$ cat src/rtl/matmul_sequencer_if.sv
// Handshake and address/strobe bundle between the matmul sequencer and its datapath.
// master drives the requests; slave is the sequencer that answers with strobes.
interface matmul_sequencer_if #(
   parameter int XA_W = 5,
   parameter int CA_W = 4,
   parameter int RA_W = 5
) ();
   logic            start_in;
   logic            valid_input;
   logic            cs_n;
   logic            xbuf_we;
   logic [XA_W-1:0] xbuf_addr;
   logic [CA_W-1:0] rom_addr;
   logic            mac_en;
   logic            mac_clr;
   logic            res_we;
   logic            res_re;
   logic [RA_W-1:0] res_addr;
   logic            xload_done;
   logic            ry;
   logic            busy;
   logic            finish;

   modport master (
      output start_in, valid_input, cs_n,
      input  xbuf_we, xbuf_addr, rom_addr, mac_en, mac_clr, res_we, res_re,
             res_addr, xload_done, ry, busy, finish
   );

   modport slave (
      input  start_in, valid_input, cs_n,
      output xbuf_we, xbuf_addr, rom_addr, mac_en, mac_clr, res_we, res_re,
             res_addr, xload_done, ry, busy, finish
   );
endinterface

$ cat src/rtl/matmul_sequencer.sv
// Sequencer for P = A(ROWS x K) * X(K x COLS): X load, MAC compute, result write-back,
// chip-select gated readout. Emits only addresses, enables and strobes.
module matmul_sequencer #(
   parameter int K    = 4,
   parameter int ROWS = 4,
   parameter int COLS = 8,
   parameter int XA_W = 5,
   parameter int CA_W = 4,
   parameter int RA_W = 5
) (
   input logic               clk,
   input logic               rst,
   matmul_sequencer_if.slave bus
);
   localparam int KW = (K    > 1) ? $clog2(K)    : 1;
   localparam int CW = (COLS > 1) ? $clog2(COLS) : 1;
   localparam int RW = (ROWS > 1) ? $clog2(ROWS) : 1;

   localparam logic [KW-1:0]   K_LAST  = KW'(K - 1);
   localparam logic [CW-1:0]   C_LAST  = CW'(COLS - 1);
   localparam logic [RW-1:0]   R_LAST  = RW'(ROWS - 1);
   localparam logic [XA_W-1:0] LD_LAST = XA_W'(K * COLS - 1);
   localparam logic [RA_W-1:0] RD_LAST = RA_W'(ROWS * COLS - 1);

   typedef enum logic [2:0] {IDLE, LOAD, CALC, WRITE, READ, DONE} state_e;

   state_e          state_q;
   logic [XA_W-1:0] ld_cnt_q;
   logic [KW-1:0]   k_q;
   logic [CW-1:0]   c_q;
   logic [RW-1:0]   r_q;
   logic [RA_W-1:0] rd_cnt_q;
   logic            xload_done_q;
   logic            ry_q;

   logic            wr_x;
   logic            rd_res;
   logic [XA_W-1:0] xbuf_addr;
   logic [CA_W-1:0] rom_addr;
   logic [RA_W-1:0] res_addr;

   // Byte writes and result reads follow their qualifiers in the same cycle.
   always_comb begin
      wr_x   = (state_q == LOAD) && bus.valid_input;
      rd_res = (state_q == READ) && !bus.cs_n;
   end

   always_ff @(posedge clk or negedge rst) begin
      if (!rst) begin
         state_q      <= IDLE;
         ld_cnt_q     <= '0;
         k_q          <= '0;
         c_q          <= '0;
         r_q          <= '0;
         rd_cnt_q     <= '0;
         xload_done_q <= 1'b0;
         ry_q         <= 1'b0;
      end else begin
         xload_done_q <= 1'b0;
         ry_q         <= rd_res;
         unique case (state_q)
            IDLE: if (bus.start_in) state_q <= LOAD;
            LOAD: begin
               if (wr_x) begin
                  if (ld_cnt_q == LD_LAST) begin
                     ld_cnt_q     <= '0;
                     xload_done_q <= 1'b1;
                     state_q      <= CALC;
                  end else begin
                     ld_cnt_q <= ld_cnt_q + 1'b1;
                  end
               end
            end
            CALC: begin
               if (k_q == K_LAST) state_q <= WRITE;
               else               k_q     <= k_q + 1'b1;
            end
            WRITE: begin
               k_q <= '0;
               if (c_q == C_LAST) begin
                  c_q <= '0;
                  if (r_q == R_LAST) begin
                     r_q      <= '0;
                     rd_cnt_q <= '0;
                     state_q  <= READ;
                  end else begin
                     r_q     <= r_q + 1'b1;
                     state_q <= CALC;
                  end
               end else begin
                  c_q     <= c_q + 1'b1;
                  state_q <= CALC;
               end
            end
            READ: begin
               if (rd_res) begin
                  if (rd_cnt_q == RD_LAST) begin
                     rd_cnt_q <= '0;
                     state_q  <= DONE;
                  end else begin
                     rd_cnt_q <= rd_cnt_q + 1'b1;
                  end
               end
            end
            DONE:    state_q <= IDLE;
            default: state_q <= IDLE;
         endcase
      end
   end

   // Addresses are pure decodes of the registered counters, so they drop with reset.
   always_comb begin
      xbuf_addr = '0;
      rom_addr  = '0;
      res_addr  = '0;
      unique case (state_q)
         LOAD: xbuf_addr = ld_cnt_q;
         CALC: begin
            xbuf_addr = XA_W'(k_q) * XA_W'(COLS) + XA_W'(c_q);
            rom_addr  = CA_W'(r_q) * CA_W'(K) + CA_W'(k_q);
         end
         WRITE:   res_addr = RA_W'(r_q) * RA_W'(COLS) + RA_W'(c_q);
         READ:    res_addr = rd_cnt_q;
         default: ;
      endcase
   end

   assign bus.xbuf_we    = wr_x;
   assign bus.xbuf_addr  = xbuf_addr;
   assign bus.rom_addr   = rom_addr;
   assign bus.mac_en     = (state_q == CALC);
   assign bus.mac_clr    = (state_q == CALC) && (k_q == '0);
   assign bus.res_we     = (state_q == WRITE);
   assign bus.res_re     = rd_res;
   assign bus.res_addr   = res_addr;
   assign bus.xload_done = xload_done_q;
   assign bus.ry         = ry_q;
   assign bus.busy       = (state_q != IDLE);
   assign bus.finish     = (state_q == DONE);
endmodule
$ cat src/flat_wrapper.sv
// flat-port wrapper written by rule: the top's interface ports become plain ports
module matmul_sequencer_flat 
#(
   parameter int K    = 4,
   parameter int ROWS = 4,
   parameter int COLS = 8,
   parameter int XA_W = 5,
   parameter int CA_W = 4,
   parameter int RA_W = 5
)
  (clk, rst, bus_start_in, bus_valid_input, bus_cs_n, bus_xbuf_we, bus_xbuf_addr, bus_rom_addr, bus_mac_en, bus_mac_clr, bus_res_we, bus_res_re, bus_res_addr, bus_xload_done, bus_ry, bus_busy, bus_finish);
  matmul_sequencer_if #(.XA_W(XA_W), .CA_W(CA_W), .RA_W(RA_W)) bus_i ();
  input logic clk;
  input logic rst;
  input wire logic [$bits(bus_i.start_in)-1:0] bus_start_in;
  input wire logic [$bits(bus_i.valid_input)-1:0] bus_valid_input;
  input wire logic [$bits(bus_i.cs_n)-1:0] bus_cs_n;
  output wire logic [$bits(bus_i.xbuf_we)-1:0] bus_xbuf_we;
  output wire logic [$bits(bus_i.xbuf_addr)-1:0] bus_xbuf_addr;
  output wire logic [$bits(bus_i.rom_addr)-1:0] bus_rom_addr;
  output wire logic [$bits(bus_i.mac_en)-1:0] bus_mac_en;
  output wire logic [$bits(bus_i.mac_clr)-1:0] bus_mac_clr;
  output wire logic [$bits(bus_i.res_we)-1:0] bus_res_we;
  output wire logic [$bits(bus_i.res_re)-1:0] bus_res_re;
  output wire logic [$bits(bus_i.res_addr)-1:0] bus_res_addr;
  output wire logic [$bits(bus_i.xload_done)-1:0] bus_xload_done;
  output wire logic [$bits(bus_i.ry)-1:0] bus_ry;
  output wire logic [$bits(bus_i.busy)-1:0] bus_busy;
  output wire logic [$bits(bus_i.finish)-1:0] bus_finish;
  assign bus_i.start_in = bus_start_in;
  assign bus_i.valid_input = bus_valid_input;
  assign bus_i.cs_n = bus_cs_n;
  assign bus_xbuf_we = bus_i.xbuf_we;
  assign bus_xbuf_addr = bus_i.xbuf_addr;
  assign bus_rom_addr = bus_i.rom_addr;
  assign bus_mac_en = bus_i.mac_en;
  assign bus_mac_clr = bus_i.mac_clr;
  assign bus_res_we = bus_i.res_we;
  assign bus_res_re = bus_i.res_re;
  assign bus_res_addr = bus_i.res_addr;
  assign bus_xload_done = bus_i.xload_done;
  assign bus_ry = bus_i.ry;
  assign bus_busy = bus_i.busy;
  assign bus_finish = bus_i.finish;
  matmul_sequencer #(.K(K), .ROWS(ROWS), .COLS(COLS), .XA_W(XA_W), .CA_W(CA_W), .RA_W(RA_W)) u_core (.clk(clk), .rst(rst), .bus(bus_i));
endmodule
$ cat config.mk
export PLATFORM = sky130hd
export DESIGN_NAME = matmul_sequencer_flat
export DESIGN_NICKNAME = d
export VERILOG_FILES = /design/src/rtl/matmul_sequencer_if.sv /design/src/rtl/matmul_sequencer.sv /design/src/flat_wrapper.sv
export SDC_FILE = /design/constraint.sdc
export NUM_CORES = 1
export LEC_CHECK = 0
export ABC_AREA = 1
export CORE_MARGIN = 10
export CORE_UTILIZATION = 40
export CTS_CLUSTER_DIAMETER = 30
export CTS_CLUSTER_SIZE = 12
export DETAILED_ROUTE_END_ITERATION = 10
export PLACE_DENSITY = 0.65
export SLEW_MARGIN = 20
export SYNTH_ARGS = -nofsm -noshare
export SYNTH_HDL_FRONTEND = slang
export SYNTH_SLANG_ARGS = --single-unit
export TNS_END_PERCENT = 20
$ cat constraint.sdc
create_clock -name clk -period 2.9 [get_ports clk]
set_input_delay 0.29 -clock clk [delete_from_list [all_inputs] [get_ports clk]]
set_output_delay 0.29 -clock clk [all_outputs]
set_load 0.02 [all_outputs]
# Word level (Yosys, flattened, before mapping)
# Index checks and enable logic that the tools add are counted.
dict set report word_totals {
  ff_bits 22
  in_bits 5
  out_inout_bits 23
  elab_cells 74
}
dict set report op_classes {
  addsub 8
  eq_ne 19
  muxes 25
  n_reduce_logical 14
}
# op count
set op_table {}
lappend op_table {{5-bit case mux with 2 select lines} 3}
lappend op_table {{3-bit two-way mux} 9}
lappend op_table {{5-bit two-way mux} 5}
lappend op_table {{3-bit case mux with 5 select lines} 1}
lappend op_table {{5-bit by 1-bit adder with 5-bit output, second input constant} 2}
lappend op_table {{5-bit by 3-bit adder with 5-bit output} 2}
lappend op_table {{5-bit == test, second input constant} 2}
lappend op_table {{2-bit != test, second input constant} 5}
lappend op_table {{3-bit == test, second input constant} 3}
lappend op_table {{2-bit by 1-bit != test with 1-bit output, second input constant} 4}
lappend op_table {{3-bit by 2-bit == test with 1-bit output, second input constant} 2}
lappend op_table {{2-bit AND reduction} 3}
lappend op_table {{6-bit AND reduction} 1}
lappend op_table {{2-bit by 1-bit adder with 2-bit output, second input constant} 2}
lappend op_table {{4-bit by 2-bit adder with 4-bit output} 1}
lappend op_table {{2-bit == test, second input constant} 2}
lappend op_table {{2-bit two-way mux} 2}
lappend op_table {{4-bit two-way mux} 1}
lappend op_table {{2-bit case mux with 2 select lines} 1}
lappend op_table {{4-bit AND reduction} 1}
lappend op_table {{2-bit nonzero test} 2}
lappend op_table {{3-bit by 1-bit adder with 3-bit output, second input constant} 1}
lappend op_table {{3-bit by 1-bit == test with 1-bit output, second input constant} 1}
lappend op_table {{1-bit logical AND} 3}
lappend op_table {{other kinds (5)} 7}

# Depth between registers and ports, before layout
dict set report logic_depth {
  word_depth 4
  ltp_mapped 10
  mapped_depth_nobuf 10
}

# Worst setup path after synthesis
# Ideal clock, no wire load.
dict set report synth_path {
  path_kind {register to output}
  startpoint {register u_core.state_q[0]}
  endpoint {output port bus_res_addr[1]}
  arrival_ps 1336
  t_required_ps 2610
  slack_ps 1274
  stages_incl_launch_ff 5
  n_path_buf 0
  cell_sequence {dfrtp_1 > nand2_2 > nor2_4 > inv_2 > o21ai_0}
}
dict set report synth_between {
  elab_chain_cells 2
  word_cells_on_any_way 3
  cone_classes {eq/ne (2); mux (1)}
}
# item line
set synth_rtl {}
lappend synth_rtl {{start: declaration} matmul_sequencer.sv:27} ;# state_e state_q;
lappend synth_rtl {{start signal: assignment} matmul_sequencer.sv:50} ;# state_q <= IDLE;
lappend synth_rtl {{start signal: assignment} matmul_sequencer.sv:62} ;# IDLE: if (bus.start_in) state_q <= LOAD;
lappend synth_rtl {{start signal: assignment} matmul_sequencer.sv:68} ;# state_q <= CALC;
lappend synth_rtl {{3-bit by 2-bit == test with 1-bit output} --}
lappend synth_rtl {{via bus_res_we} flat_wrapper.sv:23} ;# output wire logic [$bits(bus_i.res_we)-1:0] bus_res_we;
lappend synth_rtl {{5-bit case mux with 2 select lines} matmul_sequencer.sv:116} ;# unique case (state_q)
lappend synth_rtl {{end: declaration} flat_wrapper.sv:25} ;# output wire logic [$bits(bus_i.res_addr)-1:0] bus_res_addr;
# The timed path passes the listed nets, and every way through them passes these cells.

# Worst setup path in the final report
dict set report layout_path {
  startpoint {register u_core.state_q[1]}
  endpoint {output port bus_res_addr[1]}
}
dict set report layout_between {
  elab_chain_cells 2
  word_cells_on_any_way 3
  cone_classes {eq/ne (2); mux (1)}
}
# item line
set layout_rtl {}
lappend layout_rtl {{3-bit == test or 3-bit by 2-bit == test with 1-bit output (tied branches)} matmul_sequencer.sv:116}
lappend layout_rtl {{5-bit case mux with 2 select lines *} matmul_sequencer.sv:116}
# Every way passes the cells marked *; elsewhere a longest branch is shown, timed or not.

==> impl_metrics.toml <==
[run_status]
status = "finished, final reports clean"

[global_route]
grt_pass1_wl_mm = 5.40
antenna_found_initial = 0
grt_pass1_vias = 1170
grt_max_degree = 23
grtUsageTotal_pct = 10.5
grt_overflow_total = 0

[sta]
setup_viol = 0
fin_tns_setup_ns = 0
rsz0062_at_grt = "no"
timing.final.crit_share_pct = 82.9
worstMarginPinSlew_ns = 0.401
finClkSkew_ns = 0.00245
hold_viol_final = 0
fin_crit_ns = 2.40
whs_ns = 0.322
slew-limit-headroom_pct = 73.2
fmax_mhz = 416
slew_viol_final = 0

[clock_network]
cts_buffer_depth = 2
clk-insertion-delay-late_ns = 0.30
clock_sinks = 22
cts_root_buf = "clkbuf_4"
cts_resized = 0
clkTransAtPathRegs_ns = 0.13
numCtsBuffers = 3
cts_tree = "yes"
cts_setup_buffers = 0
htreeDepth = 1
cts-hold-fix-buffers = 0

[drt]
drt-pass1-iter-count = 4
top_layer_used = "met4"
via_per_inst = 4.83
drcViolationCount = 0
dr_wl_met3_um = 238
route.met2.wl_mm = 1.39
vias = 1189
drt_iter0_markers = 76
ant_nets = 0
met1_length_mm = 1.44
drt_wl_total_mm = 3.08
drt-wirelength-per-cell_um = 12.5

[power]
vdd_drop_max_mv = 0.198
p_per_area_nw_per_um2 = 302
p_total_mw = 0.507
p_leak_nw = 0.807

[synthesis]
synth-main-ff-cell = "dfrtp_1"
synth_compound_area_share_pct = 13.2
yosysMostFrequentCell = "nand2_1"
synth_top_family_by_area = "simple AND/OR/NAND/NOR gates"
syn-num-nets = 186
synthTopCellsByArea = "dfrtp_1 (42%), nand2_1 (11%), ha_1 (9.5%)"
ys_seq_area_share_pct = 41.7
yosys.area.top_type = "dfrtp_1"
synthDistinctLibCells = 23
synth-xor-area-share_pct = 0
synth-seq-cells = 22
synth_top_area_share_pct = 41.7
synth_edf_count = 0
synthAdderAreaFrac_pct = 9.49
synth_warnings = 0
post_synth.cell_area_avg_um2 = 7.71
muxShareOfSynthArea_pct = 0
async_flop_share_pct = 100
syn_inst = 171
syn_area_um2 = 1320
synthTopCellsByCount = "nand2_1 (37), inv_1 (32), dfrtp_1 (22), nor2_1 (14), o21ai_0 (13)"
synth_simple_gate_area_share_pct = 25.0

[critical_path]
endpoint_kind = "output port"
start_kind = "flop"
cp.arrival_ns = 2.11
rrSetupSlack_ns = 1.34
crit_type = "reg2out"
worstPathRequired_ns = 2.61
cp_max_fo = 7

[finish]
drive_gt1_share_pct = 7.92
syn_to_final_growth_pct = 27.3
multi_input_comb_area_um2 = 628
post-route-util_pct = 54.1
nets = 218
regArea_um2 = 551
nFillCells = 320
num_antenna_cells = 0

[placed_design]
hpwl_mm = 2.47
routabilityCongestion = 0.833
port_buffers = 27

[flow_run]
maxCapViolCount = 0

[worst_hold_path]
hp-class = "in2async"

[floorplanning]
die_y_um = 77.4
core-area_um2 = 3100
row_count = 20
start_util_pct = 42.5
die_w_um = 77.4
num_io_pins = 28
dieArea_um2 = 5990
per-stage QoR:
stage	cells	setup slack [ns]	area, um^2
floorplan	171	1.27	1320
global placement	242	0.871	1640
detailed placement	242	0.853	1640
CTS	246	0.490	1680
global route	246	0.297	1680
finish	246	0.496	1680
worst max-delay path, cell delays in order, from the launching register on:
cell and delay, ns:
dfrtp_1 0.46, nor2_2 0.19, nand2_1 0.18, inv_1 0.19
nand2_1 0.07, o21ai_0 0.08, clkdlybuf4s50_1 0.64
power breakdown:
group          internal (mW)  switching [mW]  total [mW]
Sequential             0.310         0.00252       0.312
Clock                 0.0766          0.0953       0.172
Combinational        0.00931          0.0133      0.0226
Total                  0.395           0.111       0.507
cell usage in the layout (no fill, tap or decap), types with 2 or more instances in the layout:
master	netlist	routed
o21ai_1	6	6
ha_1	10	10
nand2_1	37	37
nor2_1	14	14
o21ai_2	2	2
dfrtp_1	22	22
inv_1	32	32
clkdlybuf4s50_1	0	27
clkbuf_4	0	3
nand4_1	4	4
a21oi_1	2	2
buf_4	0	2
o22ai_1	7	7
o21ai_0	13	13
nor2_2	2	2
nand3_1	10	10
final timing paths:
kind,startpoint,to,cells after the start
min in group clk,u_core.rd_cnt_q[3],u_core.rd_cnt_q[3],2
hold / removal,rst,u_core.ld_cnt_q[3],2
hold reg to reg,u_core.rd_cnt_q[3],u_core.rd_cnt_q[3],2
max in group asynchronous,rst,u_core.k_q[1],2
setup / recovery,u_core.state_q[1],bus_res_addr[1],6
setup reg to reg,u_core.ld_cnt_q[0],u_core.state_q[1],10
state kept, by name (all words and copies together) (netlist names):
| name | flops |
|---|---|
| u_core.state_q | 3 |
| u_core.ld_cnt_q | 5 |
| u_core.bus.xload_done | 1 |
| u_core.bus.ry | 1 |
| u_core.c_q | 3 |
| u_core.r_q | 2 |
| u_core.k_q | 2 |
| u_core.rd_cnt_q | 5 |
layout make-up:
class,instances,share of cell area (%)
well taps,44,3.28
inverters,33,7.38
repair buffers,29,17.0
multi-input cells,114,37.4
clock buffers,4,2.16
flip-flops and latches,22,32.8
cells by family after synthesis:
kind of cell,count (synthesis)
simple gates,73
flops,22
compound gates,31
buf+inv,35
fa+ha+maj,10
layer usage:
| metal | track usage (%) | vias to the layer above |
|---|---|---|
| met5 | 0 | - |
| met4 | 2.19 | 0 |
| met3 | 3.92 | 2 |
| met2 | 16.6 | 35 |
| met1 | 13.2 | 542 |
| li1 | - | 610 |
(Power assumes the default switching activity.)
==> RTL change, RTL diff (same flow settings) <==
`ROWS` is set to 4 in 2 places; all go to 8.
--- a/src/rtl/matmul_sequencer.sv
+++ b/src/rtl/matmul_sequencer.sv
@@ -2,7 +2,7 @@
 // chip-select gated readout. Emits only addresses, enables and strobes.
 module matmul_sequencer #(
    parameter int K    = 4,
-   parameter int ROWS = 4,
+   parameter int ROWS = 8,
    parameter int COLS = 8,
    parameter int XA_W = 5,
    parameter int CA_W = 4,
--- a/src/flat_wrapper.sv
+++ b/src/flat_wrapper.sv
@@ -2,7 +2,7 @@
 module matmul_sequencer_flat 
 #(
    parameter int K    = 4,
-   parameter int ROWS = 4,
+   parameter int ROWS = 8,
    parameter int COLS = 8,
    parameter int XA_W = 5,
    parameter int CA_W = 4,
Function: same outputs for any inputs over 10 cycles, from zero or initial values and one cycle with rst low; that may be too few to reach the edited logic, so the function may still have changed.
==> RTL change against the unedited design <==
Setup slack got worse by 0.088 ns. Sequential cell count rose by 1. Final cell count rose by 1.2%. Final area rose by 4.6%. Clock power fell by 12%. Non-clock buffer count fell by 1. Clock skew rose by 0.011 ns. Critical path depth fell by 2. Routed wire length rose by 7.1%. Fmax fell by 3.5%. Power fell by 1.2%. Via count rose by 3.0%. Area after synthesis rose by 7.5%. Critical path type unchanged. Critical endpoint is now bus_res_addr[2]. Largest cell class unchanged. Largest power group unchanged.
==> RTL change: results (changes against the unedited design) <==
----------------------------------------------------
[Power and ir drop]
  Leakage component of the power ... 0.840 nW (was 0.807 nW)
  Peak ir drop on the vdd network ... 0.128 mV (was 0.198 mV)

[Worst setup path]
  Slowest stage cell, crit path ... sky130_fd_sc_hd__clkdlybuf4s50_1 (unchanged)
  CP Data Arrival Time ... 2.20 ns (was 2.11 ns)
  Highest net fanout along the worst path ... 12 (was 7)

[Synth]
  Top cell types by occurrence after synthesis ... 33 x sky130_fd_sc_hd__nand2_1, 26 x sky130_fd_sc_hd__inv_1, 23 x sky130_fd_sc_hd__dfrtp_1 (was 37 x sky130_fd_sc_hd__nand2_1, 32 x sky130_fd_sc_hd__inv_1, 22 x sky130_fd_sc_hd__dfrtp_1)
  Share of the yosys chip area belonging to registers ... 40.6% (was 41.7%)
  Number of distinct library cells after synthesis ... 28 (was 23)
  Post-Synthesis Net Count ... 190 (was 186)
  Top post-synthesis cells by area ... sky130_fd_sc_hd__dfrtp_1 41%, sky130_fd_sc_hd__ha_1 9.7%, sky130_fd_sc_hd__nand2_1 8.7% (was sky130_fd_sc_hd__dfrtp_1 42%, sky130_fd_sc_hd__nand2_1 11%, sky130_fd_sc_hd__ha_1 9.5%)
  Share of synthesized flip-flops with an asynchronous set or reset ... 100% (unchanged)

[Timing]
  Relative slew slack ... 72.8% (was 73.2%)
  Final setup skew ... 0.0133 ns (was 0.00245 ns)

[Cells and area]
  Share of layout cells above drive strength 1 ... 11.3% (was 7.92%)
  Fill cells ... 341 (was 320)
  Count of nets after finishing ... 220 (was 218)
  Final antenna diode count ... 0 (unchanged)

[Run status]
  Run status ... completed (unchanged)

[GRT]
  Number of antenna violations at the first check in global routing ... 0 (unchanged)
  Maximum number of pins on one net before global-route repair ... 24 (was 23)
  Total Routing Usage GR ... 10.9% (was 10.5%)
  Global-route wire length before repair ... 5730 um (was 5400 um)

[Clocking]
  Maximum level of the CTS H-tree ... 1 (unchanged)
  Worst skew pair latency ... approximately 0.31 ns
  PostCTS Resize Cnt ... 0 (unchanged)
  Clock root buffer master ... sky130_fd_sc_hd__clkbuf_4 (unchanged)

[Routing]
  Number of violations reported at the end of detailed-routing iteration 0 ... 78 (was 76)
  Overall via count from detail_route ... 1225 (was 1189)
  Routed wire per std cell ... 13.2 um (was 12.5 um)

[Hold path]
  Path type of the worst min-delay path ... input port to async pin (unchanged)

[Placement]
  Placed wire-length estimate ... 2660 um (was 2470 um)
  Global placer's final weighted congestion ... 0.797 (was 0.833)

----------------------------------------------------
-- RTL change: cell count changes in the layout (fill, tap and decap cells not counted), moves of 3 or more --
| cell | change |
|---|---|
| sky130_fd_sc_hd__inv_1 | -6 |
| sky130_fd_sc_hd__inv_2 | +3 |
| sky130_fd_sc_hd__o21ai_0 | -9 |
| sky130_fd_sc_hd__nor2_1 | -4 |
| sky130_fd_sc_hd__nand3_1 | +5 |
| sky130_fd_sc_hd__nand2_1 | -4 |
| sky130_fd_sc_hd__o21ai_1 | +9 |
-- RTL change: path summary, 6_finish.rpt --
kind                                         from                 end  slack [ns]  cells past startpoint
worst min register to register      u_core.r_q[2]       u_core.r_q[2]        0.53                      2
min in group clk                    u_core.r_q[2]       u_core.r_q[2]        0.53                      2
worst max-delay path            u_core.state_q[2]     bus_res_addr[2]        0.41                      4
worst max register to register  u_core.state_q[2]  u_core.rd_cnt_q[3]        1.30                      8
worst min-delay path                          rst  u_core.ld_cnt_q[3]        0.31                      2
max in group asynchronous                     rst  u_core.rd_cnt_q[3]        2.34                      2
-- RTL change: final cells by class --
class | instances | area share (%)
inverter | 31 | 6.77
timing repair buffer | 28 | 15.8
clock inverter | 1 | 0.285
clock buffer | 3 | 1.28
tap | 46 | 3.28
multi-input combinational | 117 | 39.8
sequential | 23 | 32.8
-- RTL change: power breakdown --
part           internal, mW  leakage (nW)  switching [mW]
Combinational       0.00973         0.544          0.0146
Clock                0.0514        0.0177          0.0993
Sequential            0.324         0.278         0.00171
Total                 0.385         0.840           0.116
-- RTL change: cells by family (layout without fill, tap and decap cells) --
logic type               Yosys count  count (layout)  synth area share [%]
AO/OA/AOI/OAI                     30              30                  11.8
XOR/XNOR                           2               2                  1.24
adder cells (fa/ha/maj)           11              11                  9.71
buffers and inverters             34              63                  10.1
flip-flops                        23              23                  40.6
AND/OR/NAND/NOR                   74              74                  26.6
-- RTL change: per-layer routing --
metal	GRT usage [%]	wire length, um	vias to the layer above
met2	17.9	1530	30
met1	13.0	1490	567
met3	3.72	226	4
met5	0	0	-
met4	3.76	38	0
li1	-	-	624
-- RTL change: per-stage QoR --
stage | cell area [um^2] | power (mW) | hold WS (ns) | instances | setup slack (ns)
floorplan | 1420 | 0.340 | -0.00559 | 174 | 1.36
global placement | 1730 | 0.356 | 0.475 | 245 | 0.814
detailed placement | 1730 | 0.356 | 0.497 | 245 | 0.767
CTS | 1760 | 0.503 | 0.331 | 249 | 0.412
global route | 1760 | 0.527 | 0.330 | 249 | 0.257
finish | 1760 | 0.500 | 0.313 | 249 | 0.407
